**config.mk**
```make
export PLATFORM = sky130hd
export DESIGN_NAME = led_switch_io
export DESIGN_NICKNAME = d
export VERILOG_FILES = /design/src/rtl/io_pkg.sv /design/src/rtl/sw_debounce.sv /design/src/rtl/led_switch_io.sv
export SDC_FILE = /design/constraint.sdc
export NUM_CORES = 1
export LEC_CHECK = 0
export CELL_PAD_IN_SITES_DETAIL_PLACEMENT = 0
export CELL_PAD_IN_SITES_GLOBAL_PLACEMENT = 1
export CORE_MARGIN = 2
export CORE_UTILIZATION = 34
export CTS_BUF_LIST = sky130_fd_sc_hd__clkbuf_8 sky130_fd_sc_hd__clkbuf_16
export CTS_CLUSTER_SIZE = 8
export DETAILED_ROUTE_END_ITERATION = 8
export GPL_TIMING_DRIVEN = 0
export PLACE_DENSITY = 0.79
export SKIP_LAST_GASP = 1
export SYNTH_ARGS = -nofsm -noshare
export SYNTH_HDL_FRONTEND = slang
export SYNTH_SLANG_ARGS = --single-unit
export TNS_END_PERCENT = 5
```
**constraint.sdc**
```tcl
create_clock -name clk -period 1.45 [get_ports clk]
set_input_delay 0.145 -clock clk [delete_from_list [all_inputs] [get_ports clk]]
set_output_delay 0.145 -clock clk [all_outputs]
set_load 0.1 [all_outputs]
```
**src/rtl/io_pkg.sv**
```systemverilog
// +----------------------------------------------------------------------+
// | io_pkg : shared constants and types for the LED/switch IO block       |
// | Revision: 1.0                                                         |
// +----------------------------------------------------------------------+
`default_nettype none

package io_pkg;

  localparam logic [7:0] C_LED_ADDR  = 8'h60;
  localparam logic [7:0] C_SW_ADDR   = 8'h70;
  localparam logic [7:0] C_STAT_ADDR = 8'h78;

  typedef logic [15:0] io_word_t;

  typedef enum logic [0:0] {
    IDLE  = 1'b0,
    COUNT = 1'b1
  } db_state_t;

endpackage : io_pkg

`default_nettype wire

```
**src/rtl/sw_debounce.sv**
```systemverilog
// +----------------------------------------------------------------------+
// | sw_debounce : 2-flop switch synchronizer plus optional debounce FSM   |
// | Optional feature macro: SWITCH_DEBOUNCE_EN                            |
// | Revision: 1.0                                                         |
// +----------------------------------------------------------------------+
`default_nettype none

module sw_debounce
  import io_pkg::*;
#(
  parameter int DEBOUNCE_CYCLES = 20000
) (
  input  logic        clk,
  input  logic        rst_n,
  input  logic [15:0] sw_raw,
  output logic [15:0] sw_db,
  output logic        db_changed
);

  io_word_t r_sync1;
  io_word_t r_sync2;
  io_word_t r_sw_db;

  if (DEBOUNCE_CYCLES < 2 || DEBOUNCE_CYCLES > (1 << 20)) begin : g_cfg_check
    $error("sw_debounce: DEBOUNCE_CYCLES out of range 2..2^20");
  end

  always_ff @(posedge clk or negedge rst_n) begin
    if (!rst_n) begin
      r_sync1 <= '0;
      r_sync2 <= '0;
    end else begin
      r_sync1 <= sw_raw;
      r_sync2 <= r_sync1;
    end
  end

  assign sw_db = r_sw_db;

`ifdef SWITCH_DEBOUNCE_EN

  localparam int               CNT_W      = $clog2(DEBOUNCE_CYCLES);
  localparam logic [CNT_W-1:0] C_CNT_LAST = CNT_W'(DEBOUNCE_CYCLES - 1);

  db_state_t        r_state;
  db_state_t        w_state_nxt;
  io_word_t         r_sw_cand;
  logic [CNT_W-1:0] r_cnt;
  logic [CNT_W-1:0] w_cnt_inc;
  logic             w_capture;
  logic             w_cnt_en;
  logic             w_load;

  assign w_cnt_inc = r_cnt + CNT_W'(1);

  always_ff @(posedge clk or negedge rst_n) begin
    if (!rst_n) begin
      r_state <= IDLE;
    end else begin
      r_state <= w_state_nxt;
    end
  end

  always_comb begin
    w_state_nxt = r_state;
    case (r_state)
      IDLE: begin
        if (r_sync2 != r_sw_db) w_state_nxt = COUNT;
      end
      COUNT: begin
        if (r_sync2 == r_sw_cand) begin
          if (w_cnt_inc == C_CNT_LAST) w_state_nxt = IDLE;
        end else if (r_sync2 == r_sw_db) begin
          w_state_nxt = IDLE;
        end
      end
      default: w_state_nxt = IDLE;
    endcase
  end

  // Load fires on the edge the incremented count reaches the last value,
  // so the counter itself never holds more than DEBOUNCE_CYCLES-2.
  always_comb begin
    w_capture = 1'b0;
    w_cnt_en  = 1'b0;
    w_load    = 1'b0;
    case (r_state)
      IDLE: begin
        if (r_sync2 != r_sw_db) w_capture = 1'b1;
      end
      COUNT: begin
        if (r_sync2 == r_sw_cand) begin
          if (w_cnt_inc == C_CNT_LAST) w_load   = 1'b1;
          else                         w_cnt_en = 1'b1;
        end else if (r_sync2 != r_sw_db) begin
          w_capture = 1'b1;
        end
      end
      default: ;
    endcase
  end

  always_ff @(posedge clk or negedge rst_n) begin
    if (!rst_n) begin
      r_sw_cand <= '0;
      r_cnt     <= '0;
      r_sw_db   <= '0;
    end else begin
      if (w_capture) begin
        r_sw_cand <= r_sync2;
        r_cnt     <= '0;
      end else if (w_cnt_en) begin
        r_cnt <= w_cnt_inc;
      end
      if (w_load) r_sw_db <= r_sw_cand;
    end
  end

  assign db_changed = w_load && (r_sw_cand != r_sw_db);

`else

  always_ff @(posedge clk or negedge rst_n) begin
    if (!rst_n) begin
      r_sw_db <= '0;
    end else begin
      r_sw_db <= r_sync2;
    end
  end

  assign db_changed = (r_sync2 != r_sw_db);

`endif

endmodule : sw_debounce

`default_nettype wire

```
**src/rtl/led_switch_io.sv**
```systemverilog
// +----------------------------------------------------------------------+
// | led_switch_io : memory-mapped LED register, switch input and status   |
// | Optional feature macro: SWITCH_DEBOUNCE_EN (passed to sw_debounce)    |
// | Revision: 1.0                                                         |
// +----------------------------------------------------------------------+
`default_nettype none

module led_switch_io
  import io_pkg::*;
#(
  parameter int         DEBOUNCE_CYCLES = 20000,
  parameter logic [7:0] LED_ADDR        = C_LED_ADDR,
  parameter logic [7:0] SW_ADDR         = C_SW_ADDR,
  parameter logic [7:0] STAT_ADDR       = C_STAT_ADDR
) (
  input  logic        clk,
  input  logic        rst_n,
  input  logic        LEDCtrl,
  input  logic        SwitchCtrl,
  input  logic        ioWrite,
  input  logic        ioRead,
  input  logic [7:0]  addr,
  input  logic [31:0] write_data,
  input  logic [15:0] sw_raw,
  output logic [15:0] led,
  output logic [15:0] io_rdata
);

  io_word_t r_led;
  io_word_t w_sw_db;
  logic     r_chg;
  logic     w_chg_set;
  logic     w_chg_clr;
  logic     w_led_wr;
  logic     w_rd_sel;
  logic     w_unused_wdata;

  assign w_unused_wdata = ^write_data[31:16];

  sw_debounce #(
    .DEBOUNCE_CYCLES (DEBOUNCE_CYCLES)
  ) u_sw_debounce (
    .clk        (clk),
    .rst_n      (rst_n),
    .sw_raw     (sw_raw),
    .sw_db      (w_sw_db),
    .db_changed (w_chg_set)
  );

  assign w_led_wr  = LEDCtrl && ioWrite && (addr == LED_ADDR);
  assign w_rd_sel  = SwitchCtrl && ioRead;
  assign w_chg_clr = w_rd_sel && (addr == STAT_ADDR);

  always_ff @(posedge clk or negedge rst_n) begin
    if (!rst_n) begin
      r_led <= '0;
    end else if (w_led_wr) begin
      r_led <= write_data[15:0];
    end
  end

  // A fresh change on the clearing edge must not be lost.
  always_ff @(posedge clk or negedge rst_n) begin
    if (!rst_n) begin
      r_chg <= 1'b0;
    end else if (w_chg_set) begin
      r_chg <= 1'b1;
    end else if (w_chg_clr) begin
      r_chg <= 1'b0;
    end
  end

  always_comb begin
    io_rdata = '0;
    if (w_rd_sel) begin
      case (addr)
        SW_ADDR:   io_rdata = w_sw_db;
        STAT_ADDR: io_rdata = {15'b0, r_chg};
        LED_ADDR:  io_rdata = r_led;
        default:   io_rdata = '0;
      endcase
    end
  end

  assign led = r_led;

endmodule : led_switch_io

`default_nettype wire
```
==> summary.md <==
| Metric | Value |
|---|---|
| Fin Setup TNS | -7328 ps |
| Register-to-register setup slack | 270 ps |
| Final period utilization | 1.183 |
| Port-buffer cells | 76 |
| Hold Crit Depth | 1 |
| EDFF count, synth | 0 |
| Worst-Skew Late Latency | 330 ps |
| Worst path bufs/invs | 1 |
| Global Route Usage Sum | 0.1441 |
| Filler Cells Inserted | 559 |
| Final core occ | 0.5637 |
| Kind of path behind the tightest hold check | primary input to flop |
| RSZ-0062 raised after global routing | true |
| Async SR Flop Fraction | 1.000 |
| Initial DRC count | 50 |
| Slowest cell delay on critical path | around 870 ps |
| PnR worst setup slack | -265.2 ps |
| Peak Freq | 583.0 MHz |
| Die footprint | 7569 um^2 |
| Synth Net Count | 213 |
| Largest net degree at the start of global routing | 66 |
| Top cells by area, synth | dfrtp_1 (69%), mux2_2 (7.7%), mux2i_1 (6.8%) |
| WHS Endpoint | u_sw_debounce.r_sync1[12]$_DFF_PN0_ |
| Unique masters post-synth | 19 |
| Synthesized area per cell | 15.51 um^2 |
| Final setup fails | 42 |
| Routability congestion estimate | slightly below 0.7 |
| Final wirelength | between 4000 and 5000 um |
| H-Tree Depth | 3 |
| Total leakage power | 1.665 nW |
| Slew Limit Headroom | 0.3544 |
| Top_reg_cell synth | dfrtp_1 |
| Area of the core | 6719 um^2 |
| Avg WL per Cell | ~15 um |
| HPWL Detailed | 3391 um |
| Register area share after synthesis | 0.6944 |
| Root buffer cell | clkbuf_8 |
| Share of cells above drive strength 1 | 0.4008 |
| Die Width | 87 um |
| Detail Route Antenna Nets | 0 |
| Crit path DAT | between 1500 and 2000 ps |
| Clk_skew | 6.047 ps |
| Number of global-route vias before repair | 1,589 |
| Longest Clk Path Bufs | 2 |
| Post-Synthesis Cells | 151 |
| Synth Warn # | 0 |
| Startpoint types | flop |
| Drt first pass iters | 2 |
| Number of synthesized register bits | between 60 and 70 |
| N_diodes | 0 |
| Maxcap violations | 0 |
| Crit path capture type | output pin |
| Worst Hold Launch | sw_raw[12] |
| PwrDens | 1069 nW/um^2 |
| # nets final | around 310 |
| Share of the synthesized area in the top cell type | 0.6944 |
| Final-report max-slew violation count | 0 |
| Most frequent cell after synthesis | dfrtp_1 |
| CP top delay family | buffers and inverters |
| Max VDD drop | 591.4 uV |
| First-pass GRT wire length | 7955 um |
| Synth area leader | dfrtp_1 |
| Clock transition at path regs | approximately 70 ps |
| Sequential cell area | 1647 um^2 |
| Worst slew pin tran | 972.3 ps |
| DRC violations left | 0 |
| Reg2reg end | r_chg$_DFFE_PN0P_ |
| R2R depth | 4 |
| Hold slack | between 200 and 250 ps |
| Tmin final | ~1700 ps |
| TritonCTS clock tree | built |
| Most frequent cells after synthesis | dfrtp_1 (65), nor2_1 (17), mux2_2 (16), mux2i_1 (16), xnor2_1 (16) |
| Initial antenna violation count | 0 |
| Via/cell ratio | 4.566 |
| Synth-to-layout area growth | 61.70% |
| Worst-path fanout max | 3 |
| Cell Chain, Critical Path | dlygate4sd2_1 |
| Clock buffer count from CTS | 9 |
| Worst R2R Start | u_sw_debounce.sw_db[12]$_DFF_PN0_ |
| Outcome | complete, but fails checks |
| Ports | 94 |
| Core Rows | 30 |
| Final global-route overflow total | 0 |
| Clock Sinks | 65 |
| Critical path type | flop to output pin |
| Area occupied by multi-input gates | 789.5 um^2 |
| Chip height | roughly 87 um |
| Mapped Area | 2342 um^2 |
| Initial Util | 0.3486 |
| Fin. Hold Viols | 0 |
| CP required | 1310 ps |
| Failing checks | negative setup slack |
| Critical path's slowest cell | dlygate4sd2_1 |
| Via Count | 1,516 |
-- cell families (layout without fill, tap and decap cells) --
group                  count (synthesis)  count (layout)  share of synthesized area
buffers and inverters                  5             106                    0.02297
multiplexers                          32              32                     0.1453
XOR/XNOR                              16              16                    0.05983
AO/OA/AOI/OAI                          2               2                   0.004807
AND/OR/NAND/NOR                       31              31                    0.07265
flip-flops                            65              65                     0.6944
-- how the worst max path moves through the flow --
stage,from,to,slack [ps],cells past startpoint
floorplan,addr[1],io_rdata[10],-340,6
global placement,rst_n,led[15]$_DFFE_PN0P_,-2060,1
detailed placement,addr[1],io_rdata[10],-1650,8
CTS,addr[0],io_rdata[10],-360,9
global route,addr[1],io_rdata[3],-320,8
finish,led[15]$_DFFE_PN0P_,led[15],-270,1
-- sequential cells by signal, summed over array words and instances (netlist names) --
register and cells:
led 16, r_chg 1, u_sw_debounce.r_sync1 16, u_sw_debounce.r_sync2 16, u_sw_debounce.sw_db 16
-- final cells by class --
cell class | instances | share of cell area
Tap cell | 80 | 0.02643
Multi-Input combinational cell | 81 | 0.2085
Buffer | 4 | 0.01123
Sequential cell | 65 | 0.4348
Clock buffer | 11 | 0.03997
Clock inverter | 5 | 0.02048
Timing Repair Buffer | 86 | 0.2587
-- metal layers --
metal,vias up,routed length (um),GRT usage
met4,0,97,0.07670
met1,739,2049,0.1768
met2,55,2487,0.2276
met5,-,0,0
li1,711,-,-
met3,11,349,0.04455
-- per-stage QoR --
stage / instances / power [mW] / worst slack, ps / instance area, um^2
after CTS: 333 / 4.114 / -355.5 / 3735
after global placement: 307 / 2.376 / -2055 / 3343
after global routing: 332 / 4.223 / -323.9 / 3787
after detailed placement: 307 / 2.384 / -1650 / 3341
after floorplan: 151 / 2.170 / -340.7 / 2482
final: 332 / 4.047 / -265.2 / 3787
-- cell usage in the layout (no fill, tap or decap), drive strengths merged --
| cell | netlist | routed |
|---|---|---|
| a31oi | 1 | 1 |
| buf | 5 | 32 |
| bufinv | 0 | 2 |
| clkbuf | 0 | 12 |
| clkdlybuf4s15 | 0 | 4 |
| clkdlybuf4s50 | 0 | 35 |
| clkinv | 0 | 2 |
| clkinvlp | 0 | 1 |
| dfrtp | 65 | 65 |
| dlygate4sd2 | 0 | 17 |
| dlygate4sd3 | 0 | 1 |
| mux2 | 16 | 16 |
| mux2i | 16 | 16 |
| nand2 | 3 | 3 |
| nand3 | 1 | 1 |
| nand4 | 5 | 5 |
| nor2 | 17 | 17 |
| nor2b | 1 | 1 |
| nor3 | 1 | 1 |
| nor4 | 1 | 1 |
| nor4b | 1 | 1 |
| o21ai | 1 | 1 |
| or2 | 1 | 1 |
| xnor2 | 16 | 16 |
-- power breakdown --
part           internal (mW)  switching [mW]  total (mW)
clock network           1.06           0.655        1.71
registers               1.90          0.0459        1.94
logic                  0.183           0.213       0.396
-- repair_timing --
item,in CTS,in global routing
hold buffers,1,0
setup endpoints to repair,42,42
resized for setup,163,20
pin swaps,5,5
hold endpoints to repair,65,0
gates cloned,1,0
buffers inserted,8,0
(Power assumes the default switching activity.)
